## src/rtl/dcache_fill_fsm_pkg.sv

```systemverilog
// Shared constants and state encoding for the D-cache block fill controller.
// Blocks are 16 bytes: eight 16-bit words addressed on even byte boundaries.
package cache_pkg;

    localparam int ADDR_WIDTH  = 16;
    localparam int BLOCK_WORDS = 8;
    localparam int WORD_IDX_W  = 3;

    typedef enum logic {
        ST_IDLE = 1'b0,
        ST_FILL = 1'b1
    } fill_state_e;

endpackage

```

## src/rtl/dcache_fill_fsm_if.sv

```systemverilog
// Bundle of the miss, memory and array-write signals around the fill controller.
// The controller takes the master view; its environment takes the slave view.
interface dcache_fill_fsm_if
    import cache_pkg::*;
#(
    parameter int ADDR_WIDTH = cache_pkg::ADDR_WIDTH
);

    logic                          miss_detected;
    logic [ADDR_WIDTH-1:0]         miss_address;
    logic                          mem_grant;
    logic                          mem_data_valid;
    logic [15:0]                   mem_data;
    logic                          fsm_busy;
    logic                          D_miss;
    logic [ADDR_WIDTH-1:0]         memory_address;
    logic                          write_data_array;
    logic [WORD_IDX_W-1:0]         data_word_sel;
    logic [15:0]                   fill_data;
    logic                          write_tag_array;
    logic [ADDR_WIDTH-5:0]         fill_tag;
    logic                          txn_done;

    modport master (
        input  miss_detected, miss_address, mem_grant, mem_data_valid, mem_data,
        output fsm_busy, D_miss, memory_address, write_data_array, data_word_sel,
               fill_data, write_tag_array, fill_tag, txn_done
    );

    modport slave (
        output miss_detected, miss_address, mem_grant, mem_data_valid, mem_data,
        input  fsm_busy, D_miss, memory_address, write_data_array, data_word_sel,
               fill_data, write_tag_array, fill_tag, txn_done
    );

endinterface

```

## src/rtl/dcache_fill_fsm_word_counter.sv

```systemverilog
// Word index counter for a block: counts 0..MAX_VAL, then raises a sticky
// done flag and holds at MAX_VAL so the last index stays visible.
module word_counter
    import cache_pkg::*;
#(
    parameter int W       = WORD_IDX_W,
    parameter int MAX_VAL = BLOCK_WORDS - 1
) (
    input  logic         clk,
    input  logic         rst,
    input  logic         en,
    input  logic         clr,
    output logic [W-1:0] cnt,
    output logic         done
);

    logic [W-1:0] cnt_r;
    logic         done_r;

    // Count register with clear taking priority over enable.
    always_ff @(posedge clk or negedge rst) begin
        if (!rst) begin
            cnt_r  <= {W{1'b0}};
            done_r <= 1'b0;
        end else if (clr) begin
            cnt_r  <= {W{1'b0}};
            done_r <= 1'b0;
        end else if (en && !done_r) begin
            if (cnt_r == W'(MAX_VAL)) begin
                cnt_r  <= cnt_r;
                done_r <= 1'b1;
            end else begin
                cnt_r  <= cnt_r + {{(W-1){1'b0}}, 1'b1};
                done_r <= done_r;
            end
        end else begin
            cnt_r  <= cnt_r;
            done_r <= done_r;
        end
    end

    assign cnt  = cnt_r;
    assign done = done_r;

endmodule

```

## src/rtl/dcache_fill_fsm.sv

```systemverilog
// D-cache miss fill controller: issues the eight word addresses of the missing
// block, writes returning words into the data array, then commits the tag.
module dcache_fill_fsm
    import cache_pkg::*;
#(
    parameter int ADDR_WIDTH  = cache_pkg::ADDR_WIDTH,
    parameter int BLOCK_WORDS = cache_pkg::BLOCK_WORDS
) (
    input  logic                  clk,
    input  logic                  rst,
    dcache_fill_fsm_if.master     bus
);

    localparam logic [WORD_IDX_W-1:0] LAST_IDX = WORD_IDX_W'(BLOCK_WORDS - 1);

    fill_state_e                state_r;
    fill_state_e                state_s;
    logic [ADDR_WIDTH-5:0]      tag_r;
    logic                       txn_done_r;
    logic                       write_tag_r;

    logic [WORD_IDX_W-1:0]      iss_cnt_s;
    logic                       iss_done_s;
    logic [WORD_IDX_W-1:0]      rx_cnt_s;
    logic                       rx_done_s;

    logic                       in_fill_s;
    logic                       start_s;
    logic                       rx_last_s;
    logic                       cnt_clr_s;
    logic                       iss_en_s;
    logic                       rx_en_s;
    logic                       unused_addr_bits_s;

    assign in_fill_s = (state_r == ST_FILL);
    assign start_s   = (state_r == ST_IDLE) && bus.miss_detected;
    assign iss_en_s  = in_fill_s && bus.mem_grant && !iss_done_s;
    assign rx_en_s   = in_fill_s && bus.mem_data_valid && !rx_done_s;
    assign rx_last_s = rx_en_s && (rx_cnt_s == LAST_IDX);
    // Counters sit at zero whenever idle, so a new fill always starts at word 0.
    assign cnt_clr_s = !in_fill_s || rx_last_s;

    assign unused_addr_bits_s = ^bus.miss_address[3:0];

    word_counter #(.W(WORD_IDX_W), .MAX_VAL(BLOCK_WORDS - 1)) u_issue_cnt (
        .clk  (clk),
        .rst  (rst),
        .en   (iss_en_s),
        .clr  (cnt_clr_s),
        .cnt  (iss_cnt_s),
        .done (iss_done_s)
    );

    word_counter #(.W(WORD_IDX_W), .MAX_VAL(BLOCK_WORDS - 1)) u_recv_cnt (
        .clk  (clk),
        .rst  (rst),
        .en   (rx_en_s),
        .clr  (cnt_clr_s),
        .cnt  (rx_cnt_s),
        .done (rx_done_s)
    );

    // Next-state logic: a miss starts a fill, the last returned word ends it.
    always_comb begin
        state_s = state_r;
        case (state_r)
            ST_IDLE: begin
                if (bus.miss_detected) begin
                    state_s = ST_FILL;
                end else begin
                    state_s = ST_IDLE;
                end
            end
            ST_FILL: begin
                if (rx_last_s) begin
                    state_s = ST_IDLE;
                end else begin
                    state_s = ST_FILL;
                end
            end
            default: state_s = ST_IDLE;
        endcase
    end

    // State, latched tag and the one-cycle completion strobes.
    always_ff @(posedge clk or negedge rst) begin
        if (!rst) begin
            state_r     <= ST_IDLE;
            tag_r       <= {(ADDR_WIDTH-4){1'b0}};
            txn_done_r  <= 1'b0;
            write_tag_r <= 1'b0;
        end else begin
            state_r     <= state_s;
            tag_r       <= start_s ? bus.miss_address[ADDR_WIDTH-1:4] : tag_r;
            txn_done_r  <= rx_last_s;
            write_tag_r <= rx_last_s;
        end
    end

    assign bus.fsm_busy         = in_fill_s;
    assign bus.D_miss           = in_fill_s;
    assign bus.memory_address   = {tag_r, iss_cnt_s, 1'b0};
    assign bus.write_data_array = in_fill_s && bus.mem_data_valid;
    assign bus.data_word_sel    = rx_cnt_s;
    assign bus.fill_data        = bus.mem_data;
    assign bus.write_tag_array  = write_tag_r;
    assign bus.fill_tag         = tag_r;
    assign bus.txn_done         = txn_done_r;

endmodule

```

## src/flat_wrapper.sv

```systemverilog
// flat-port wrapper written by rule: the top's interface ports become plain ports
module dcache_fill_fsm_flat import cache_pkg::*;
#(
    parameter int ADDR_WIDTH  = cache_pkg::ADDR_WIDTH,
    parameter int BLOCK_WORDS = cache_pkg::BLOCK_WORDS
)
  (clk, rst, bus_miss_detected, bus_miss_address, bus_mem_grant, bus_mem_data_valid, bus_mem_data, bus_fsm_busy, bus_D_miss, bus_memory_address, bus_write_data_array, bus_data_word_sel, bus_fill_data, bus_write_tag_array, bus_fill_tag, bus_txn_done);
  dcache_fill_fsm_if #(.ADDR_WIDTH(ADDR_WIDTH)) bus_i ();
  input  logic clk;
  input  logic rst;
  input wire logic [$bits(bus_i.miss_detected)-1:0] bus_miss_detected;
  input wire logic [$bits(bus_i.miss_address)-1:0] bus_miss_address;
  input wire logic [$bits(bus_i.mem_grant)-1:0] bus_mem_grant;
  input wire logic [$bits(bus_i.mem_data_valid)-1:0] bus_mem_data_valid;
  input wire logic [$bits(bus_i.mem_data)-1:0] bus_mem_data;
  output wire logic [$bits(bus_i.fsm_busy)-1:0] bus_fsm_busy;
  output wire logic [$bits(bus_i.D_miss)-1:0] bus_D_miss;
  output wire logic [$bits(bus_i.memory_address)-1:0] bus_memory_address;
  output wire logic [$bits(bus_i.write_data_array)-1:0] bus_write_data_array;
  output wire logic [$bits(bus_i.data_word_sel)-1:0] bus_data_word_sel;
  output wire logic [$bits(bus_i.fill_data)-1:0] bus_fill_data;
  output wire logic [$bits(bus_i.write_tag_array)-1:0] bus_write_tag_array;
  output wire logic [$bits(bus_i.fill_tag)-1:0] bus_fill_tag;
  output wire logic [$bits(bus_i.txn_done)-1:0] bus_txn_done;
  assign bus_i.miss_detected = bus_miss_detected;
  assign bus_i.miss_address = bus_miss_address;
  assign bus_i.mem_grant = bus_mem_grant;
  assign bus_i.mem_data_valid = bus_mem_data_valid;
  assign bus_i.mem_data = bus_mem_data;
  assign bus_fsm_busy = bus_i.fsm_busy;
  assign bus_D_miss = bus_i.D_miss;
  assign bus_memory_address = bus_i.memory_address;
  assign bus_write_data_array = bus_i.write_data_array;
  assign bus_data_word_sel = bus_i.data_word_sel;
  assign bus_fill_data = bus_i.fill_data;
  assign bus_write_tag_array = bus_i.write_tag_array;
  assign bus_fill_tag = bus_i.fill_tag;
  assign bus_txn_done = bus_i.txn_done;
  dcache_fill_fsm #(.ADDR_WIDTH(ADDR_WIDTH), .BLOCK_WORDS(BLOCK_WORDS)) u_core (.clk(clk), .rst(rst), .bus(bus_i));
endmodule
```

## config.mk

```make
export PLATFORM = sky130hd
export DESIGN_NAME = dcache_fill_fsm_flat
export DESIGN_NICKNAME = d
export VERILOG_FILES = /design/src/rtl/dcache_fill_fsm_pkg.sv /design/src/rtl/dcache_fill_fsm_if.sv /design/src/rtl/dcache_fill_fsm_word_counter.sv /design/src/rtl/dcache_fill_fsm.sv /design/src/flat_wrapper.sv
export SDC_FILE = /design/constraint.sdc
export NUM_CORES = 1
export LEC_CHECK = 0
export CAP_MARGIN = 20
export CORE_MARGIN = 1.5
export CORE_UTILIZATION = 31
export DETAILED_ROUTE_END_ITERATION = 12
export GPL_ROUTABILITY_DRIVEN = 0
export PLACE_DENSITY = 0.77
export SETUP_SLACK_MARGIN = 0.2
export SLEW_MARGIN = 20
export SYNTH_ARGS = -nofsm -noshare
export SYNTH_HDL_FRONTEND = slang
export SYNTH_SLANG_ARGS = --single-unit
```

## constraint.sdc

```tcl
create_clock -name clk -period 1.4 [get_ports clk]
set_input_delay 0.28 -clock clk [delete_from_list [all_inputs] [get_ports clk]]
set_output_delay 0.28 -clock clk [all_outputs]
set_load 0.05 [all_outputs]
```

Yosys cells after proc, flatten, opt, wreduce, memory -nomap -nowiden
Cells that the tools add are included.
{"block": "classes", "n_mux": 15, "bitwise_logic": 1, "n_eq_ne": 4, "n_reduce_logical": 20, "n_addsub": 2}
{"op": "$mux 3", "count": 6}
{"op": "$logic_and 1x1->1", "count": 8}
{"op": "$mux 1", "count": 8}
{"op": "$reduce_and 2->1", "count": 4}
{"op": "$reduce_bool 2->1", "count": 4}
{"op": "$add 3x1->3 const B", "count": 2}
{"op": "$eq 3x3->1 const B", "count": 2}
{"op": "$ne 2x1->1 const B", "count": 2}
{"op": "$logic_not 1->1", "count": 3}
{"op": "$pmux 1 s2", "count": 1}
{"op": "$logic_or 1x1->1", "count": 1}
{"op": "$not 1->1", "count": 1}
{"block": "word_totals", "ff_bits": 22, "output_inout_bits": 52, "wordCells": 49}

Depth between registers and ports, before layout
Gate-level depths: netlist (run 1).
{"block": "logic_depth", "ltp_word": 6, "mapped_depth": 5}

By module
Synthesis (run 1) repeated with hierarchy kept, for this count alone.
{"block": "hier_totals", "cells_unflattened": 106, "area_unflattened_um2": 1275.0}
{"module": "dcache_fill_fsm", "instances": 1, "cells_each": 70, "area_per_inst_um2": 829.5}
{"module": "word_counter", "instances": 2, "cells_each": 18, "area_per_inst_um2": 222.7}

Worst setup path before layout (run 1)
No wires, ideal clock.
{"block": "synth_timing", "path_type": "register -> register", "start": "reg u_core.u_issue_cnt.cnt_r[0], in the netlist u_core.u_issue_cnt.cnt[0]", "end": "reg u_core.u_issue_cnt.cnt_r[2], in the netlist u_core.u_issue_cnt.cnt[2]", "path_slack_ns": -0.334, "arrival_time_ns": 1.597, "path_stages_with_launch": 6, "required_time_ns": 1.263, "path_buffers": 0, "path_cell_list": "dfrtp_1 ha_1 ha_1 nor3b_2 mux2i_1 nor2_1"}
{"block": "synth_via", "elab_chain_cells": 4, "word_cells_on_any_way": 7}
{"element": "from (decl)", "line_no": "dcache_fill_fsm_word_counter.sv:17", "text": "logic [W-1:0] cnt_r;"}
{"element": "from (signal assigned)", "line_no": "dcache_fill_fsm_word_counter.sv:23", "text": "cnt_r <= {W{1'b0}};"}
{"element": "from (signal assigned)", "line_no": "dcache_fill_fsm_word_counter.sv:26", "text": "cnt_r <= {W{1'b0}};"}
{"element": "from (signal assigned)", "line_no": "dcache_fill_fsm_word_counter.sv:30", "text": "cnt_r <= cnt_r;"}
{"element": "$add 3x1->3", "line_no": "dcache_fill_fsm_word_counter.sv:33", "text": "cnt_r <= cnt_r + {{(W-1){1'b0}}, 1'b1};"}
{"element": "$mux 3", "line_no": "dcache_fill_fsm_word_counter.sv:29", "text": "if (cnt_r == W'(MAX_VAL)) begin"}
{"element": "$mux 3", "line_no": "dcache_fill_fsm_word_counter.sv:28", "text": "end else if (en && !done_r) begin"}
{"element": "$mux 3", "line_no": "dcache_fill_fsm_word_counter.sv:25", "text": "end else if (clr) begin"}
Several ways; a longest one is shown, not always the timed one. The select of a mux whose other input is x is not followed.
A chain may end at the register's enable or synchronous reset.

Final worst setup path (run 1)
{"block": "layout_timing", "start": "reg u_core.state_r, in the netlist u_core.bus.D_miss", "end": "out bus_write_data_array"}
{"block": "layout_via", "elab_chain_cells": 1}
{"element": "from (decl)", "line_no": "dcache_fill_fsm.sv:16", "text": "fill_state_e state_r;"}
{"element": "from (signal assigned)", "line_no": "dcache_fill_fsm.sv:93", "text": "state_r <= state_s;"}
{"element": "$logic_and 1x1->1", "line_no": "dcache_fill_fsm.sv:103", "text": "assign bus.write_data_array = in_fill_s && bus.mem_data_valid;"}
{"element": "to (decl)", "line_no": "flat_wrapper.sv:19", "text": "output wire logic [$bits(bus_i.write_data_array)-1:0] bus_write_data_array;"}
No other way between the ends.

==> impl_metrics.yaml, run 1 <==
layout:
  nFillCells: 295
  final_net_count: 183
  utilization_pct: 61.5
  area_delta_synth_final_pct: 88.6
  diodes: 0
  drive_gt1_share_pct: 73.8
  finalNonFillerCells: 189
status:
  status: "finished, violations left"
  violations: "negative setup slack"
grt:
  grt_antenna_before_repair: 0
  grt_most_used_layer: "met2"
  grt_pass1_vias: 944
  grt_max_degree: 23
  grt_overflow_total: 0
  grtUsageMet1_pct: 16.2
  use_met3_pct: 3.42
  grt_pass1_wl_um: 4500
  met2_usage_pct: 24.9
  grt_usage_pct: 14.0
setup_path:
  r2r-start: "u_core.u_issue_cnt.cnt[0]$_DFFE_PN0P_"
  reg2reg_depth: 5
  criticalPathCategory: "register to primary output"
  worstPathRequired_ns: 1.12
  endpoint_kind: "primary output"
  worstSetupStartpoint: "u_core.bus.D_miss$_DFF_PN0_"
  startpoint_type: "register"
  critPathMaxFanout: 4
  cp_data_arrival_time_ns: 1.17
power_and_ir_drop:
  clock_power_share_pct: 6.5
  switching_share_pct: 43.5
  power.density_nw_per_um2: 2980
  p_comb_share_pct: 71.9
  p_seq_share_pct: 21.5
  power.switching_mw: 2.94
  p_leak_nw: 0.992
  ir_drop_uv: 1440
  p_int_mw: 3.82
cts:
  numCtsBuffers: 3
  clkSlewWorstSetupHoldPaths_ns: 0.08
  clock_path_buffers: 2
  clk_latency_ns: 0.25
  tritoncts: "done"
  cts_max_level: 1
  root_buffer: "clkbuf_8"
  numClockSinks: 22
floorplanning:
  core_um2: 3690
  row_count: 22
  die-area_um2: 4270
  io_pins: 89
  fp.dieH_um: 65.3
  fp.dieW_um: 65.3
  initial_core_util_pct: 32.6
timing:
  fin_ws_ns: -0.0512
  finalHoldViolCount: 0
  drv_slew: 0
  fmax_mhz: 689
  rsz0062_at_grt: "yes"
  fin_crit_sh_pct: 104
  setup_viol: 5
  finClkSkew_ns: 0.000772
  min_period_ns: 1.45
detailed_routing:
  first_pass_iters: 4
  route.detailed.drc: 0
  drt-total-wl_um: 2700
  dr.first_iter.drc_count: 12
  via_count: 807
  wl_per_cell_um: 14.3
  via_per_inst: 4.27
  postRouteAntennaNets: 0
synth:
  syn_avg_cell_area_um2: 12.3
  yosysSeqAreaShare_pct: 45.7
  synth_cell_types: 24
  ys_ff_latch: 22
  netlist_instances: 98
  synth_warnings: 0
  syn_nets: 139
  synth_area_um2: 1200
worst_hold_path:
  hold_path_class: "input pin to async pin"
placed_design:
  portBuffers: 51
  dp_hpwl_um: 2050
  dp_cells: 174
job:
  maxCapViolations: 0
==> stage by stage <==
stage               TNS [ns]  total power [mW]  hold WS, ns  setup WS [ns]  cell area [um^2]
finish                -0.135              6.76        0.380        -0.0512              2270
global route          -0.406              7.05        0.397        -0.0929              2270
CTS                   -0.158              6.70        0.388        -0.0591              2220
detailed placement     -1.50              5.94        0.535         -0.106              2050
global placement       -1.30              5.84        0.510        -0.0960              2050
floorplan             -0.176              3.89      -0.0156        -0.0793              1300
==> sequential cells by signal (all words and copies together) (netlist names) <==
signal                   count
u_core.u_recv_cnt.cnt        3
u_core.u_issue_cnt.done      1
u_core.u_issue_cnt.cnt       3
u_core.bus.txn_done          1
u_core.bus.fill_tag         12
u_core.u_recv_cnt.done       1
u_core.bus.D_miss            1
==> path summary, 6_finish.rpt <==
check,endpoint,slack (ns)
min in group clk,bus_fill_data[10],0.56
worst max-delay path,bus_write_data_array,-0.05
max in group asynchronous,u_core.bus.D_miss$_DFF_PN0_,0.77
worst min register to register,u_core.u_recv_cnt.done$_DFFE_PN0P_,0.56
worst min-delay path,u_core.u_issue_cnt.cnt[2]$_DFFE_PN0P_,0.38
worst max register to register,u_core.u_issue_cnt.cnt[1]$_DFFE_PN0P_,-0.03
==> cells in the final DEF, fill, tap and decap left out, types with 2 or more instances in the layout <==
cell type	Yosys	final
clkdlybuf4s50_1	0	16
nor2_1	4	4
buf_6	0	7
clkbuf_8	0	4
mux2_4	9	12
buf_4	31	9
dfrtp_1	22	3
ha_4	0	4
buf_12	0	38
dfrtp_2	0	18
a21boi_1	0	3
nand2_1	3	3
mux2i_1	2	2
==> synth_stat cells <==
| library cell | count | area share, % |
|---|---|---|
| mux2_4 | 9 | 11 |
| dfrtp_1 | 22 | 46 |
| nor2b_4 | 1 | 1.1 |
| mux2_2 | 3 | 2.8 |
| buf_4 | 31 | 19 |
| nor3b_2 | 1 | 1.0 |
| inv_1 | 1 | 0.31 |
| nor2_1 | 4 | 1.2 |
| and3_2 | 1 | 0.62 |
| nand2_1 | 3 | 0.94 |
| nand2b_1 | 1 | 0.52 |
| nand3_1 | 2 | 0.83 |
| xnor2_1 | 1 | 0.73 |
| mux2i_1 | 2 | 1.7 |
| ha_1 | 4 | 4.2 |
| or3_1 | 1 | 0.52 |
| conb_1 | 1 | 0.31 |
| and2_2 | 2 | 1.2 |
| nor2b_1 | 1 | 0.52 |
| nand2b_4 | 1 | 1.1 |
| buf_8 | 1 | 1.2 |
| a21boi_0 | 3 | 1.9 |
| o21ai_0 | 1 | 0.42 |
| a21oi_1 | 1 | 0.42 |
==> area by class of cell <==
cell class | count | area, um^2 | share of cell area (%)
flip-flops and latches | 22 | 577 | 25.4
clock buffers | 4 | 55.1 | 2.43
multi-input cells | 43 | 489 | 21.6
well taps | 48 | 60.1 | 2.65
inverters | 1 | 6.26 | 0.276
repair buffers | 71 | 1080 | 47.7
==> power by group through the flow <==
stage	Clock [mW]	Combinational [mW]	Sequential, mW
floorplan	0	1.77	2.12
global placement	0	4.42	1.42
detailed placement	0	4.50	1.44
CTS	0.468	4.81	1.43
global route	0.498	5.04	1.50
finish	0.442	4.86	1.46
==> worst max-delay path: stages (launching register included) <==
cell     delay, ns
dfrtp_4       0.49
buf_8         0.14
and2_4        0.14
buf_12        0.14
==> cells by family (layout without fill, tap and decap cells) <==
| logic type | after synthesis | count (layout) | synth area share (%) |
|---|---|---|---|
| flops | 22 | 22 | 45.7 |
| xor+xnor | 1 | 1 | 0.728 |
| fa+ha+maj | 4 | 4 | 4.16 |
| mux | 14 | 14 | 15.7 |
| simple gates | 18 | 18 | 9.77 |
| other cells | 1 | 1 | 0.312 |
| compound gates | 5 | 5 | 2.70 |
| buf+inv | 33 | 76 | 20.9 |
==> metal layers <==
layer  part of all wire [%]  vias to the layer above  routed length [um]
met5                      0                        -                   0
met3                    7.1                        8                 191
met1                     35                      388                 949
li1                       -                      375                   -
met2                     56                       36                1530
met4                    1.3                        0                  34
==> repair_timing <==
item                       CTS  global route
setup endpoints to repair   28            44
hold buffers                 0             0
buffers inserted             9             2
gates resized for setup     12            11
pin swaps                    2             3
No activity file was read; power rests on OpenSTA's default activity.
==> inputs of run 2 (changes only) <==
--- a/config.mk
+++ b/config.mk
@@ -6,6 +6,7 @@
 export NUM_CORES = 1
 export LEC_CHECK = 0
 export CAP_MARGIN = 20
+export CORE_ASPECT_RATIO = 0.9
 export CORE_MARGIN = 1.5
 export CORE_UTILIZATION = 31
 export DETAILED_ROUTE_END_ITERATION = 12
==> impl_metrics.yaml, run 2 (synthesis results as in run 1) <==
cts:
  postCtsHoldBufs: 0
  root_buffer: "clkbuf_8"
  numCtsBuffers: 3
  tritoncts: "done"
  clkSlewWorstSetupHoldPaths_ns: 0.08
  clock_path_buffers: 2
  numClockSinks: 22
  clk_latency_ns: 0.25
  cts_max_level: 1
layout:
  final_cell_mix: "37 x buf_12, 15 x clkdlybuf4s50_1, 12 x mux2_4, 11 x dfrtp_2, 10 x dfrtp_1"
  largest_reg_flops: 12
  drive_gt1_share_pct: 67.6
  final_common_cell: "buf_12"
  finalNonFillerCells: 182
  diodes: 0
  final_net_count: 178
  area_delta_synth_final_pct: 82.5
  finalInstanceArea_um2: 2200
grt:
  grt_pass1_wl_um: 4510
  grt_usage_pct: 14.1
  grt_antenna_before_repair: 0
  grt_max_degree: 14
  grt_pass1_vias: 942
  grt_overflow_total: 0
power_and_ir_drop:
  ir_drop_uv: 1760
  p_leak_nw: 0.970
  totalPowerFinal_mw: 6.61
  power.density_nw_per_um2: 3010
setup_path:
  startpoint_type: "register"
  worstPathRequired_ns: 1.12
  max_stage_delay_ns: 0.43
  critPathMaxFanout: 2
  endpoint_kind: "primary output"
  worst_path_max_delay_cell: "dfrtp_2"
  path_cells: "buf_4 > buf_4 > buf_6 > buf_12"
  cp_common_cell: "buf_4"
  criticalPathCategory: "register to primary output"
  cp_data_arrival_time_ns: 1.19
floorplanning:
  row_count: 21
  core_um2: 3730
  die-area_um2: 4270
  fp.dieH_um: 62.1
  initial_core_util_pct: 32.3
  fp.dieW_um: 68.7
  io_pins: 89
detailed_routing:
  via_count: 810
  postRouteAntennaNets: 0
  route.detailed.drc: 0
  drt-total-wl_um: 2670
  wl_per_cell_um: 14.7
  top_layer_used: "met4"
  route.met3.wl_um: 300
  wl_met2_um: 1290
  met1Wirelength_um: 1000
  via_per_inst: 4.45
  dr.first_iter.drc_count: 18
  first_pass_iters: 4
timing:
  fmax_mhz: 678
  fin_crit_sh_pct: 105
  tns_ns: -0.235
  min_period_ns: 1.47
  drv_slew: 0
  fin_ws_ns: -0.0744
  finClkSkew_ns: 0.000980
  rsz0062_at_grt: "yes"
  setup_viol: 4
  finalHoldViolCount: 0
worst_hold_path:
  hold_path_class: "input pin to async pin"
status:
  status: "finished, violations left"
  violations: "negative setup slack"
job:
  maxCapViolations: 0
placed_design:
  dp_slack_ns: -0.106
  dp_hpwl_um: 2020
  dp_cells: 171
  portBuffers: 51
  post_dp_cell_area_um2: 2040
## run 2: cell count changes in the layout (fill, tap and decap cells not counted), sizes merged
cell and delta:
clkdlybuf4s50 -1, buf -5, dlygate4sd2 +1
## run 2: per-stage QoR
stage / utilization (%) / hold WS (ns)
6_report: 58.9 / 0.338
5_1_grt: 58.9 / 0.356
4_1_cts: 58.0 / 0.342
3_5_place_dp: 54.8 / 0.523
3_3_place_gp: 54.8 / 0.510
2_1_floorplan: - / -0.0156
## run 2: timing repair
action,CTS,global route
setup endpoints to repair,25,45
resized for setup,5,8
buffers inserted,5,2
pin swaps,1,2
## run 2: area by class of cell
| type | instances | area, um^2 |
|---|---|---|
| repair buffers | 66 | 1020 |
| multi-input cells | 43 | 494 |
| fillers | 283 | 1530 |
| clock buffers | 4 | 55.1 |
| well taps | 46 | 57.6 |
| flip-flops and latches | 22 | 568 |
| inverters | 1 | 6.26 |
## run 2: critical path, delay by kind of cell (launching register included)
| kind | cells | cell delay, ns |
|---|---|---|
| flip-flops | 1 | 0.43 |
| buffers and inverters | 4 | 0.50 |
## run 2: power by group
group | internal [mW] | switching (mW) | total, mW | leakage [nW]
clock network | 0.250 | 0.192 | 0.442 | 0.0288
registers | 0.949 | 0.490 | 1.44 | 0.256
logic | 2.48 | 2.25 | 4.72 | 0.685
## run 2: layer usage
metal	vias to the layer above	GRT usage, %
met1	381	16.7
met4	0	5.75
met3	16	5.43
met5	-	0
li1	363	-
met2	50	22.2
## run 2: final timing paths
| check | startpoint | end | slack [ns] | cells past startpoint |
|---|---|---|---|---|
| setup / recovery | u_core.u_issue_cnt.cnt[1]$_DFFE_PN0P_ | bus_memory_address[2] | -0.07 | 4 |
| hold / removal | rst | u_core.u_recv_cnt.done$_DFFE_PN0P_ | 0.34 | 2 |
| setup reg to reg | u_core.u_issue_cnt.cnt[1]$_DFFE_PN0P_ | u_core.u_issue_cnt.cnt[0]$_DFFE_PN0P_ | -0.06 | 6 |
| hold reg to reg | u_core.u_recv_cnt.done$_DFFE_PN0P_ | u_core.u_recv_cnt.done$_DFFE_PN0P_ | 0.54 | 1 |
| max in group asynchronous | rst | u_core.bus.fill_tag[8]$_DFFE_PN0P_ | 0.89 | 2 |
| min in group clk | u_core.u_recv_cnt.done$_DFFE_PN0P_ | u_core.u_recv_cnt.done$_DFFE_PN0P_ | 0.54 | 1 |
